==> src/rtl/led_seq_pkg.sv <==
// Shared types and field layout for the LED ROM sequencer.
// Latency: n/a (declarations only).
// Backpressure: n/a.
package led_seq_pkg;

    localparam int ADDR_W  = 8;
    localparam int WORD_W  = 16;

    // Step word layout: pattern in the upper byte, duration in ticks in the lower byte
    localparam int PAT_MSB = 15;
    localparam int PAT_LSB = 8;
    localparam int DUR_MSB = 7;
    localparam int DUR_LSB = 0;

    typedef enum logic [1:0] {
        IDLE  = 2'd0,
        FETCH = 2'd1,
        SHOW  = 2'd2
    } seq_state_t;

endpackage

==> src/rtl/led_tick_gen.sv <==
// Display-tick prescaler: pulses tick once every TICK_DIV enabled cycles.
// Latency: first tick on the TICK_DIV-th enabled cycle after clr.
// Backpressure: none; clr has priority over en and holds the count at zero.
// Ports: clk/rst_n clock and async active-low reset; clr restarts the count;
//        en advances it; tick is combinational from the count register.
module led_tick_gen #(
    parameter int TICK_DIV = 1
) (
    input  logic clk,
    input  logic rst_n,
    input  logic clr,
    input  logic en,
    output logic tick
);

    // A 1-bit counter is kept even for TICK_DIV=1 so the width is never zero
    localparam int          CW   = (TICK_DIV > 1) ? $clog2(TICK_DIV) : 1;
    localparam logic [CW-1:0] LAST = CW'(TICK_DIV - 1);

    logic [CW-1:0] r_pre;
    logic          w_last;

    assign w_last = (r_pre == LAST);
    assign tick   = en && !clr && w_last;

    always_ff @(posedge clk or negedge rst_n) begin
        if (!rst_n) begin
            r_pre <= '0;
        end else if (clr) begin
            r_pre <= '0;
        end else if (en) begin
            r_pre <= w_last ? '0 : r_pre + 1'b1;
        end
    end

endmodule

==> src/rtl/led_rom_sequencer.sv <==
// LED program sequencer: fetches step words from a zero-latency ROM, shows each pattern for its tick count.
// Latency: start sampled at E0 -> first pattern on leds after E1; each step lasts dur*TICK_DIV+1 cycles.
// Backpressure: none; start is ignored while busy, stop aborts to IDLE on the next edge.
// Ports: clk/rst_n; start/stop controls; rom_addr/rom_data ROM bus; leds pattern drive;
//        busy (not IDLE); done (one-cycle pulse on normal program end).
module led_rom_sequencer
    import led_seq_pkg::*;
#(
    parameter int                TICK_DIV   = 1,
    parameter logic [ADDR_W-1:0] START_ADDR = 8'd0,
    parameter bit                LOOP       = 1'b0
) (
    input  logic              clk,
    input  logic              rst_n,
    input  logic              start,
    input  logic              stop,
    output logic [ADDR_W-1:0] rom_addr,
    input  logic [WORD_W-1:0] rom_data,
    output logic [7:0]        leds,
    output logic              busy,
    output logic              done
);

    seq_state_t        r_state;
    logic [ADDR_W-1:0] r_addr;
    logic [7:0]        r_leds;
    logic [7:0]        r_cnt;
    logic              r_shown;
    logic              r_done;

    logic [7:0] w_pat;
    logic [7:0] w_dur;
    logic       w_tick;
    logic       w_pre_clr;
    logic       w_pre_en;

    assign w_pat = rom_data[PAT_MSB:PAT_LSB];
    assign w_dur = rom_data[DUR_MSB:DUR_LSB];

    // Prescaler only runs while a pattern is held; any other state parks it at zero
    assign w_pre_en  = (r_state == SHOW);
    assign w_pre_clr = (r_state != SHOW);

    led_tick_gen #(
        .TICK_DIV (TICK_DIV)
    ) u_tick (
        .clk   (clk),
        .rst_n (rst_n),
        .clr   (w_pre_clr),
        .en    (w_pre_en),
        .tick  (w_tick)
    );

    always_ff @(posedge clk or negedge rst_n) begin
        if (!rst_n) begin
            r_state <= IDLE;
            r_addr  <= START_ADDR;
            r_leds  <= 8'h00;
            r_cnt   <= 8'h00;
            r_shown <= 1'b0;
            r_done  <= 1'b0;
        end else begin
            r_done <= 1'b0;
            if (stop && (r_state != IDLE)) begin
                // Abort keeps the address so a debugger can see where it stopped
                r_state <= IDLE;
                r_leds  <= 8'h00;
            end else begin
                case (r_state)
                    IDLE: begin
                        if (start && !stop) begin
                            r_addr  <= START_ADDR;
                            r_shown <= 1'b0;
                            r_state <= FETCH;
                        end
                    end
                    FETCH: begin
                        if (w_dur != 8'h00) begin
                            r_leds  <= w_pat;
                            r_cnt   <= w_dur;
                            r_shown <= 1'b1;
                            r_state <= SHOW;
                        end else if (LOOP && r_shown) begin
                            // Wrap only if this pass showed something, so an empty program halts
                            r_addr  <= START_ADDR;
                            r_shown <= 1'b0;
                        end else begin
                            r_leds  <= 8'h00;
                            r_done  <= 1'b1;
                            r_state <= IDLE;
                        end
                    end
                    SHOW: begin
                        if (w_tick) begin
                            r_cnt <= r_cnt - 8'd1;
                            if (r_cnt == 8'd1) begin
                                r_addr  <= r_addr + 8'd1;
                                r_state <= FETCH;
                            end
                        end
                    end
                    default: r_state <= IDLE;
                endcase
            end
        end
    end

    assign rom_addr = r_addr;
    assign leds     = r_leds;
    assign busy     = (r_state != IDLE);
    assign done     = r_done;

endmodule

==> config.mk <==
export PLATFORM = sky130hd
export DESIGN_NAME = led_rom_sequencer
export DESIGN_NICKNAME = d
export VERILOG_FILES = /design/src/rtl/led_seq_pkg.sv /design/src/rtl/led_tick_gen.sv /design/src/rtl/led_rom_sequencer.sv
export SDC_FILE = /design/constraint.sdc
export NUM_CORES = 1
export LEC_CHECK = 0
export CORE_MARGIN = 2
export CORE_UTILIZATION = 52
export DETAILED_ROUTE_END_ITERATION = 10
export PLACE_DENSITY_LB_ADDON = 0.25
export RECOVER_POWER = 50
export SETUP_SLACK_MARGIN = 0.2
export SLEW_MARGIN = 20
export SYNTH_ARGS = -nofsm -noshare
export SYNTH_HDL_FRONTEND = slang
export SYNTH_SLANG_ARGS = --single-unit
==> constraint.sdc <==
create_clock -name clk -period 4.5 [get_ports clk]
set_input_delay 0.45 -clock clk [delete_from_list [all_inputs] [get_ports clk]]
set_output_delay 0.45 -clock clk [all_outputs]
set_load 0.01 [all_outputs]
Yosys cells after proc, flatten, opt, wreduce, memory -nomap -nowiden
Index checks and enable logic that the tools add are counted.
- flip-flop bits (word level): 28
- output and inout port bits: 18
- multiplexer cells: 22
- add/sub/neg operators: 3
- equal/unequal tests: 11
- reductions and logical operators: 16
- bitwise gates (word level): 2
- operator list (kind ; number):
    8-bit two-way mux ; 8
    8-bit one-hot mux with 2 select lines ; 2
    2-bit two-way mux ; 5
    2-bit inequality test, second input constant ; 5
    2-bit nonzero test ; 5
    3-bit inequality test, second input constant ; 3
    8-bit by 1-bit adder with 8-bit output, second input constant ; 1
    8-bit by 1-bit == test with 1-bit output, second input constant ; 1
    8-bit nonzero test ; 1
    8-bit by 1-bit subtractor with 8-bit output, second input constant ; 1
    1-bit two-way mux ; 6
    2-bit one-hot mux with 3 select lines ; 1
    5-bit AND reduction ; 1
    1-bit logical AND ; 4
    4-bit AND reduction ; 1
    3-bit AND reduction ; 1
    2-bit by 1-bit == test with 1-bit output, second input constant ; 1
    2-bit == test, second input constant ; 1
    1-bit logical NOT ; 2
    2-bit logical NOT ; 1
    1-bit inverter ; 2
    1-bit adder, second input constant ; 1

Longest topological paths before layout
Gate-level depths: netlist (run 1).
- depth in word-level cells: 7
- gate-level depth with buffers: 6
- gate-level depth less buffers: 6

By module
From an unflattened synthesis (run 1), not the netlist that was laid out.
- cells, all modules: 138
- area, all modules: 1375.1 um^2
- modules (own cells, without submodules) (module ; cells each ; seq. area each (um^2) ; instances ; area an instance (um^2)):
    led_rom_sequencer ; 137 ; 675.6 ; 1 ; 1361.3
    led_tick_gen ; 1 ; 0.0 ; 1 ; 13.8

Worst setup path after synthesis (run 1)
Ideal clock, no wire load.
- path type: input to register
- from: input port rom_data[0]
- to: register r_cnt[5]
- setup slack: 2.835 ns
- buffers on the path: 1
- arrival time: 1.536 ns
- library setup time: 0.130 ns
- stages: 5
- path through: nor4_1 a21oi_2 buf_4 o311ai_0 nor2_1
- cells in the longest elaborated chain, start to end: 3
- ends and longest elaborated chain (element ; RTL line ; text):
    from (decl) ; led_rom_sequencer.sv:18 ; input logic [WORD_W-1:0] rom_data,
    8-bit nonzero test ; led_rom_sequencer.sv:78 ; if (w_dur != 8'h00) begin
    2-bit inequality test (no source line) ; - ;
    4-bit AND reduction (no source line) ; - ;
    to (signal assigned) ; led_rom_sequencer.sv:80 ; r_cnt <= w_dur;
    to (signal assigned) ; led_rom_sequencer.sv:95 ; r_cnt <= r_cnt - 8'd1;
    to (decl) ; led_rom_sequencer.sv:27 ; logic [7:0] r_cnt;
Every way passes these cells.
A chain may end at the register's enable or synchronous reset.

Final worst setup path (run 1)
- from: input port rom_data[4]
- to: register r_cnt[5]
The elaborated chain is that of the path after synthesis.

==> results.py, run 1 <==
metrics = {
    "run_status": {
        "status": "complete, no violations",
    },
    "clock_network": {
        "cts.reportedPaths.clkPinSlew_ns": 0.15,
        "ctsHtreeMaxLevel": 1,
        "cts_setup_buffers": 0,
        "clkLatencyLatePin_ns": 0.32,
        "cts_root_buf": "clkbuf_4",
        "hold_buffers": 0,
        "cts_resized": 0,
        "clk_path_buf_depth": 2,
        "cts_tree": "built",
        "clkSinkCount": 27,
        "cts-buffers-inserted": 3,
    },
    "routing": {
        "avgViaCountPerCell": 6.17,
        "drt_pass1_iterations": 4,
        "drc_errors": 0,
        "dr.first_iter.drc_count": 55,
        "wire_per_inst_um": 16.6,
        "num_vias": 1252,
        "wl_mm": 3.38,
        "final_antenna_net_count": 0,
    },
    "yosys": {
        "synth_most_common_cell": "dfrtp_1",
        "yosys.area.top_type": "dfrtp_1",
        "synthCells": 134,
        "synth_edf_count": 0,
        "avgSynthCellArea_sq_um": 11.1,
        "ys_types": 48,
        "ys_async_sr_fraction": 1.00,
        "yosys_warnings": 0,
        "synth_top_flop_cell": "dfrtp_1",
        "syn_nets": 157,
        "yosysSeqAreaShare": 0.454,
        "ys_top_cells_by_count": "dfrtp_1, nor2_1, a22o_1, nand2_1, nor3_1",
        "yosys-top-cells-area": "dfrtp_1, a22o_1, nor4b_4, nor2_1, mux2i_1",
        "syn_area_sq_mm": 0.00149,
        "yosysTopAreaCellShare": 0.454,
        "synth_seq_cells": 27,
    },
    "floorplanning": {
        "io_pins": 38,
        "die_x_um": 57.5,
        "dieArea_sq_mm": 0.00330,
        "die_height_um": 57.5,
        "start_util": 0.544,
        "core_sq_mm": 0.00273,
        "core.rowCount": 19,
    },
    "timing": {
        "worst_pin_slew_ns": 1.47,
        "maxSlewViolCount": 0,
        "fmax_ghz": 0.431,
        "finalCriticalPeriod_ns": 2.32,
        "grt_setup_unrepaired": "no",
        "relSlewSlack": 0.0196,
        "hold_viol_final": 0,
        "min_period_over_period": 0.516,
        "finalSetupViolations": 0,
        "fin_skew_ns": 0.00485,
        "finalSetupTns_ns": 0,
    },
    "critical_path": {
        "path_max_fanout": 12,
        "endpoint_kind": "flip-flop",
        "crit_required_ns": 4.71,
        "crit_path_start_kind": "input port",
        "cp.arrival_ns": 2.53,
        "path_class": "input port to flip-flop",
        "r2r-start": "r_state[0]",
        "cp-startpoint": "rom_data[4]",
    },
    "global_route": {
        "gr-total-overflow": 0,
        "grt_max_degree": 28,
        "grt_pass1_vias": 1212,
        "grt_antenna_before_repair": 0,
        "grt.total_usage": 0.215,
        "grt_pass1_wl_mm": 5.55,
    },
    "flow_run": {
        "cap_violations": 0,
    },
    "cells_and_area": {
        "drive_above_1_share": 0.116,
        "nets": 196,
        "diodes": 0,
        "synthToLayoutAreaGrowth_pct": 27.1,
        "fin_util": 0.692,
    },
    "place": {
        "io_buffers": 37,
        "hpwl_mm": 2.53,
        "finalWeightedCongestion": 0.961,
    },
    "min_path": {
        "hold_class": "flip-flop to flip-flop",
        "min_from": "leds[3]",
    },
    "power_and_ir_drop": {
        "p_per_area_mw_per_mm2": 442,
        "leakagePower_uw": 0.000813,
        "ir_drop_v": 0.000376,
    },
}
-- power by group --
| part | total [uW] | internal [uW] | switching [uW] |
|---|---|---|---|
| clock | 108 | 33.9 | 73.7 |
| sequential | 415 | 310 | 104 |
| combinational | 313 | 170 | 143 |
-- layout by cell type, fill, tap and decap left out, types with 5 or more instances in the layout --
master | synthesis | routed
nand2_1 | 6 | 6
dfrtp_1 | 27 | 27
dlygate4sd3_1 | 0 | 10
nor3_1 | 6 | 6
inv_1 | 5 | 5
a22o_1 | 8 | 8
clkdlybuf4s50_1 | 0 | 27
nor2_1 | 11 | 11
-- cell families after synthesis --
kind of cell	share of synthesized area
simple gates	0.254
flops	0.454
mux	0.0269
compound gates	0.177
buf+inv	0.0395
fa+ha+maj	0.0252
xor+xnor	0.0235
-- area by class of cell --
class / instances / area, sq um
tap: 31 / 38.8
clock inverter: 1 / 7.51
sequential: 27 / 676
timing repair buffer: 38 / 374
multi-input combinational: 98 / 753
clock buffer: 3 / 22.5
fill: 230 / 843
inverter: 5 / 18.8
-- worst max-delay path, cell delays in order --
cell           delay, ns
dlygate4sd3_1       0.56
nor4_1              0.63
a21oi_2             0.31
o311ai_0            0.49
nor2_1              0.09
-- metal layers --
metal	track usage	wire, um
met5	0	0
met4	0.0631	36
met3	0.0317	183
met2	0.359	1680
met1	0.291	1470
-- registers in the layout, indices dropped and copies added (netlist names) --
| name | count |
|---|---|
| r_cnt | 8 |
| r_state | 2 |
| leds | 8 |
| done | 1 |
| rom_addr | 8 |
-- through the flow --
stage	power (uW)	setup slack, ns	cells	hold slack (ns)	cell area, sq um
final	836	2.18	203	0.515	1890
after global routing	892	2.05	203	0.543	1890
after CTS	852	2.30	203	0.480	1890
after detailed placement	741	1.94	199	0.482	1860
after global placement	727	2.00	199	0.486	1860
after floorplan	601	2.83	134	0.154	1490
-- final timing paths --
kind                       slack [ns]           to  cells past startpoint
min                              0.52      leds[3]                      1
max reg2reg                      2.50     r_cnt[2]                      4
min reg2reg                      0.52      leds[3]                      1
max in group asynchronous        2.67  rom_addr[0]                      2
max                              2.18     r_cnt[5]                      5
min in group asynchronous        0.98     r_cnt[0]                      2
(Power assumes the default switching activity.)
==> run 2: changes to the inputs <==
--- a/config.mk
+++ b/config.mk
@@ -6,7 +6,7 @@
 export NUM_CORES = 1
 export LEC_CHECK = 0
 export CORE_MARGIN = 2
-export CORE_UTILIZATION = 52
+export CORE_UTILIZATION = 44
 export DETAILED_ROUTE_END_ITERATION = 10
 export PLACE_DENSITY_LB_ADDON = 0.25
 export RECOVER_POWER = 50
==> constraint.sdc (replaced) <==
create_clock -name clk -period 2.1 [get_ports clk]
set_input_delay 0.21 -clock clk [delete_from_list [all_inputs] [get_ports clk]]
set_output_delay 0.21 -clock clk [all_outputs]
set_load 0.01 [all_outputs]
==> results.py, run 2 (same netlist as run 1, synthesis figures left out) <==
metrics = {
    "power_and_ir_drop": {
        "comb_power_share": 0.393,
        "seqPwrFrac": 0.476,
        "leakagePower_uw": 0.000856,
        "switchingPower_uw": 683,
        "p_sw_frac": 0.376,
        "p_int_uw": 1140,
        "p_clk_frac": 0.131,
        "ir_drop_v": 0.000576,
        "p_per_area_mw_per_mm2": 919,
    },
    "floorplanning": {
        "die_x_um": 62.1,
        "io_pins": 38,
        "core.rowCount": 21,
        "core_sq_mm": 0.00328,
        "die_height_um": 62.1,
        "start_util": 0.453,
        "dieArea_sq_mm": 0.00386,
    },
    "run_status": {
        "status": "complete, no violations",
    },
    "critical_path": {
        "cp_cell_sequence": "or2_2, clkdlybuf4s50_1",
        "cp_slowest_cell": "dfrtp_1",
        "cp.arrival_ns": 1.65,
        "reg2regPathDepth": 5,
        "path_delay_family": "flip-flops",
        "ff2ff_setup_slack_ns": 0.30,
        "path_class": "flip-flop to output pin",
        "endpoint_kind": "output pin",
        "crit_path_start_kind": "flip-flop",
        "path_buf_inv": 1,
        "cpPeakStageDelay_ns": 0.50,
        "crit_required_ns": 1.89,
        "path_max_fanout": 8,
        "r2r_end": "r_cnt[2]",
        "r2r-start": "r_state[0]",
    },
    "timing": {
        "fmax_ghz": 0.537,
        "finalCriticalPeriod_ns": 1.86,
        "fin_skew_ns": 0.00552,
        "worst_pin_slew_ns": 1.42,
        "finalSetupTns_ns": 0,
        "maxSlewViolCount": 0,
        "grt_setup_unrepaired": "no",
        "relSlewSlack": 0.0502,
        "hold_viol_final": 0,
        "min_period_over_period": 0.887,
        "fin_ws_ns": 0.237,
        "finalSetupViolations": 0,
    },
    "cells_and_area": {
        "diodes": 0,
        "synthToLayoutAreaGrowth_pct": 33.0,
        "drive_above_1_share": 0.166,
        "multiInputGateArea_sq_um": 753,
        "fill_cells": 280,
        "post-route-cell-area_sq_mm": 0.00198,
        "layout.area.seq_sq_um": 677,
        "nets": 205,
        "final_common_cell": "clkdlybuf4s50_1",
        "layout_common_cells": "clkdlybuf4s50_1, dfrtp_1, nor2_1, buf_4",
    },
    "routing": {
        "final_antenna_net_count": 0,
        "avgViaCountPerCell": 5.47,
        "drt_pass1_iterations": 4,
        "wire_per_inst_um": 14.2,
        "num_vias": 1242,
        "dr.first_iter.drc_count": 44,
        "drc_errors": 0,
        "wl_mm": 3.22,
    },
    "min_path": {
        "holdPathEnd": "r_cnt[5]",
        "min_from": "rom_data[5]",
        "hold_class": "input port to flip-flop",
        "holdPathStages": 3,
    },
    "clock_network": {
        "ctsHtreeMaxLevel": 1,
        "hold_buffers": 0,
        "cts_tree": "built",
        "cts_root_buf": "clkbuf_4",
        "clkLatencyLatePin_ns": 0.34,
        "clkSinkCount": 27,
        "cts-buffers-inserted": 3,
        "clk_path_buf_depth": 2,
        "cts.reportedPaths.clkPinSlew_ns": 0.15,
    },
    "flow_run": {
        "cap_violations": 0,
    },
    "place": {
        "postPlaceCellArea_sq_mm": 0.00193,
        "pre_cts_ws_ns": 0.0907,
        "hpwl_mm": 2.44,
        "io_buffers": 37,
        "finalWeightedCongestion": 0.940,
    },
    "global_route": {
        "grt_antenna_before_repair": 0,
        "gr-total-overflow": 0,
        "grt_max_degree": 28,
        "grt_pass1_vias": 1196,
        "grt.total_usage": 0.172,
        "grt_pass1_wl_mm": 5.45,
    },
}
[run 2: worst reg2reg max path: stages (launching register included)]
cell,delay [ns]
dfrtp_1,0.53
buf_4,0.17
or3b_4,0.38
a21oi_2,0.22
nor2_2,0.10
a221o_1,0.30
[run 2: worst max-delay path by stage]
stage          startpoint          end  slack, ns  cells past startpoint
2_1_floorplan  r_state[1]  rom_addr[1]       0.48                      5
3_3_place_gp         stop  rom_addr[7]       0.17                      5
3_5_place_dp         stop  rom_addr[7]       0.09                      5
4_1_cts        r_state[1]         busy       0.20                      2
5_1_grt             rst_n   r_state[1]       0.12                      2
6_report       r_state[0]         busy       0.24                      2
[run 2: power groups by stage]
stage                     clock, uW  combinational [uW]  sequential, uW
final                           239                 715             866
after global routing            262                 784             889
after CTS                       241                 705             878
after detailed placement          0                 701             890
after global placement            0                 685             882
after floorplan                   0                 424             864
[run 2: repair_timing]
action / in CTS / in global routing
resized for setup: 1 / 1
setup endpoints to repair: 1 / 1
pin swaps: 0 / 0
setup buffers: 0 / 3
[run 2: through the flow]
step	std cells	hold WS, ns	util	total power (uW)
3_5_place_dp	220	0.490	0.587	1590
2_1_floorplan	134	-0.0856	-	1290
3_3_place_gp	220	0.485	0.587	1570
6_report	227	0.464	0.602	1820
5_1_grt	227	0.465	0.602	1930
4_1_cts	224	0.239	0.597	1820
[run 2: cell type report]
class                           instances  share of cell area
Timing Repair Buffer                   47               0.223
Clock inverter                          1             0.00380
Sequential cell                        27               0.342
Multi-Input combinational cell         98               0.381
Tap cell                               46              0.0291
Inverter                                5             0.00949
Clock buffer                            3              0.0114
[run 2: per-layer routing]
layer | global-route usage | wire length (um)
met4 | 0.0694 | 42
met3 | 0.0254 | 134
met1 | 0.237 | 1510
met2 | 0.273 | 1530
met5 | 0 | 0
==> run 3: changes to the inputs <==
--- a/config.mk
+++ b/config.mk
@@ -5,6 +5,7 @@
 export SDC_FILE = /design/constraint.sdc
 export NUM_CORES = 1
 export LEC_CHECK = 0
+export CORE_ASPECT_RATIO = 0.7
 export CORE_MARGIN = 2
 export CORE_UTILIZATION = 44
 export DETAILED_ROUTE_END_ITERATION = 10
==> results.py, run 3 (same netlist as run 1, synthesis figures left out) <==
metrics = {
    "cells_and_area": {
        "drive_above_1_share": 0.156,
        "diodes": 0,
        "final_common_cell": "clkdlybuf4s50_1",
        "nets": 203,
        "post-route-cell-area_sq_mm": 0.00197,
        "fin_util": 0.618,
        "layout_common_cells": "clkdlybuf4s50_1, dfrtp_1, nor2_1, dlygate4sd3_1",
        "synthToLayoutAreaGrowth_pct": 32.5,
    },
    "clock_network": {
        "clk_path_buf_depth": 2,
        "hold_buffers": 0,
        "ctsHtreeMaxLevel": 1,
        "cts-buffers-inserted": 3,
        "cts.reportedPaths.clkPinSlew_ns": 0.09,
        "clkSinkCount": 27,
        "clkLatencyLatePin_ns": 0.27,
        "cts_tree": "built",
        "cts_root_buf": "clkbuf_8",
    },
    "power_and_ir_drop": {
        "p_total_uw": 1860,
        "p_per_area_mw_per_mm2": 946,
        "leakagePower_uw": 0.000862,
        "ir_drop_v": 0.000624,
    },
    "floorplanning": {
        "core.rowCount": 17,
        "dieArea_sq_mm": 0.00387,
        "core_sq_mm": 0.00319,
        "start_util": 0.466,
        "io_pins": 38,
        "die_x_um": 73.5,
        "die_height_um": 52.7,
    },
    "routing": {
        "drt_pass1_iterations": 4,
        "drc_errors": 0,
        "final_antenna_net_count": 0,
        "wl_mm": 3.46,
        "dr.first_iter.drc_count": 95,
        "avgViaCountPerCell": 5.85,
        "num_vias": 1269,
        "wire_per_inst_um": 15.9,
    },
    "global_route": {
        "globalRouteMet3Util": 0.0462,
        "gr-total-overflow": 0,
        "grt_pass1_vias": 1192,
        "grt_max_degree": 28,
        "grt_pass1_wl_mm": 5.83,
        "grt_use_met2": 0.299,
        "busiest_layer": "met2",
        "grt.total_usage": 0.200,
        "grt_antenna_before_repair": 0,
        "use_met1": 0.295,
    },
    "timing": {
        "fin_skew_ns": 0.00612,
        "hold_viol_final": 0,
        "maxSlewViolCount": 0,
        "timing.hold.ws_ns": 0.370,
        "finalCriticalPeriod_ns": 1.82,
        "worst_pin_slew_ns": 0.665,
        "min_period_over_period": 0.867,
        "finalSetupTns_ns": 0,
        "fmax_ghz": 0.549,
        "grt_setup_unrepaired": "no",
        "finalSetupViolations": 0,
        "relSlewSlack": 0.544,
    },
    "critical_path": {
        "cp-startpoint": "r_state[1]",
        "cp.arrival_ns": 1.61,
        "reg2regPathDepth": 4,
        "path_buf_inv": 1,
        "r2r-start": "r_cnt[4]",
        "crit_end": "busy",
        "crit_path_start_kind": "flip-flop",
        "ff2ff_setup_slack_ns": 0.38,
        "endpoint_kind": "output pin",
        "path_delay_family": "flip-flops",
        "crit_required_ns": 1.89,
        "r2r_end": "rom_addr[1]",
        "crit_cells": 2,
        "cp_slowest_cell": "dfrtp_1",
        "path_max_fanout": 10,
        "path_class": "flip-flop to output pin",
        "cpPeakStageDelay_ns": 0.50,
        "cp_cell_sequence": "or2_2, clkdlybuf4s50_1",
    },
    "place": {
        "io_buffers": 37,
        "postPlaceCellArea_sq_mm": 0.00193,
        "finalWeightedCongestion": 0.871,
        "hpwl_mm": 2.69,
    },
    "flow_run": {
        "cap_violations": 0,
    },
    "run_status": {
        "status": "complete, no violations",
    },
    "min_path": {
        "hold_class": "input port to async pin",
    },
}
-- run 3: cell types whose count changed in the layout (fill, tap and decap cells not counted), sizes merged --
cell | previous run | this run
dlygate4sd3 | 8 | 9
clkdlybuf4s50 | 29 | 28
clkbuf | 4 | 3
buf | 9 | 8
clkinv | 0 | 1
clkinvlp | 1 | 0
-- run 3: worst min-delay path by stage --
stage	startpoint	end	slack, ns	cells past startpoint
final	rst_n	r_state[1]	0.37	2
after global routing	rst_n	r_cnt[3]	0.41	2
after CTS	rst_n	r_state[1]	0.31	2
after global placement	leds[1]	leds[1]	0.48	1
after floorplan	rst_n	done	-0.09	0
after detailed placement	leds[5]	leds[5]	0.48	1
-- run 3: per-stage QoR --
| step | cells | worst slack, ns |
|---|---|---|
| 2_1_floorplan | 134 | 0.482 |
| 5_1_grt | 217 | 0.223 |
| 6_report | 217 | 0.280 |
| 4_1_cts | 217 | 0.252 |
| 3_3_place_gp | 213 | 0.177 |
| 3_5_place_dp | 213 | 0.134 |
-- run 3: worst reg2reg max path: cells and delay by family, from the launching register on --
kind / cells / cell delay, ns
compound gates: 2 / 0.29
simple gates: 2 / 0.86
flops: 1 / 0.47
-- run 3: area by class of cell --
| cell class | instances | area, sq um |
|---|---|---|
| Multi-Input combinational cell | 98 | 751 |
| Clock inverter | 1 | 5.00 |
| Timing Repair Buffer | 45 | 430 |
| Sequential cell | 27 | 677 |
| Fill cell | 258 | 1220 |
| Tap cell | 38 | 47.5 |
| Clock buffer | 3 | 41.3 |
| Inverter | 5 | 18.8 |
-- run 3: per-layer routing --
metal | wire, um | part of all wire
met4 | 7 | 0.0020
met1 | 1640 | 0.47
met3 | 223 | 0.064
met2 | 1590 | 0.46
met5 | 0 | 0
-- run 3: power by group --
| part | internal [uW] | switching, uW |
|---|---|---|
| Combinational | 379 | 305 |
| Sequential | 667 | 219 |
| Clock | 133 | 161 |
| Total | 1180 | 685 |
-- run 3: repair_timing --
action,in CTS,in global routing
resized for setup,0,1
setup endpoints to repair,0,1
buffers inserted,0,0
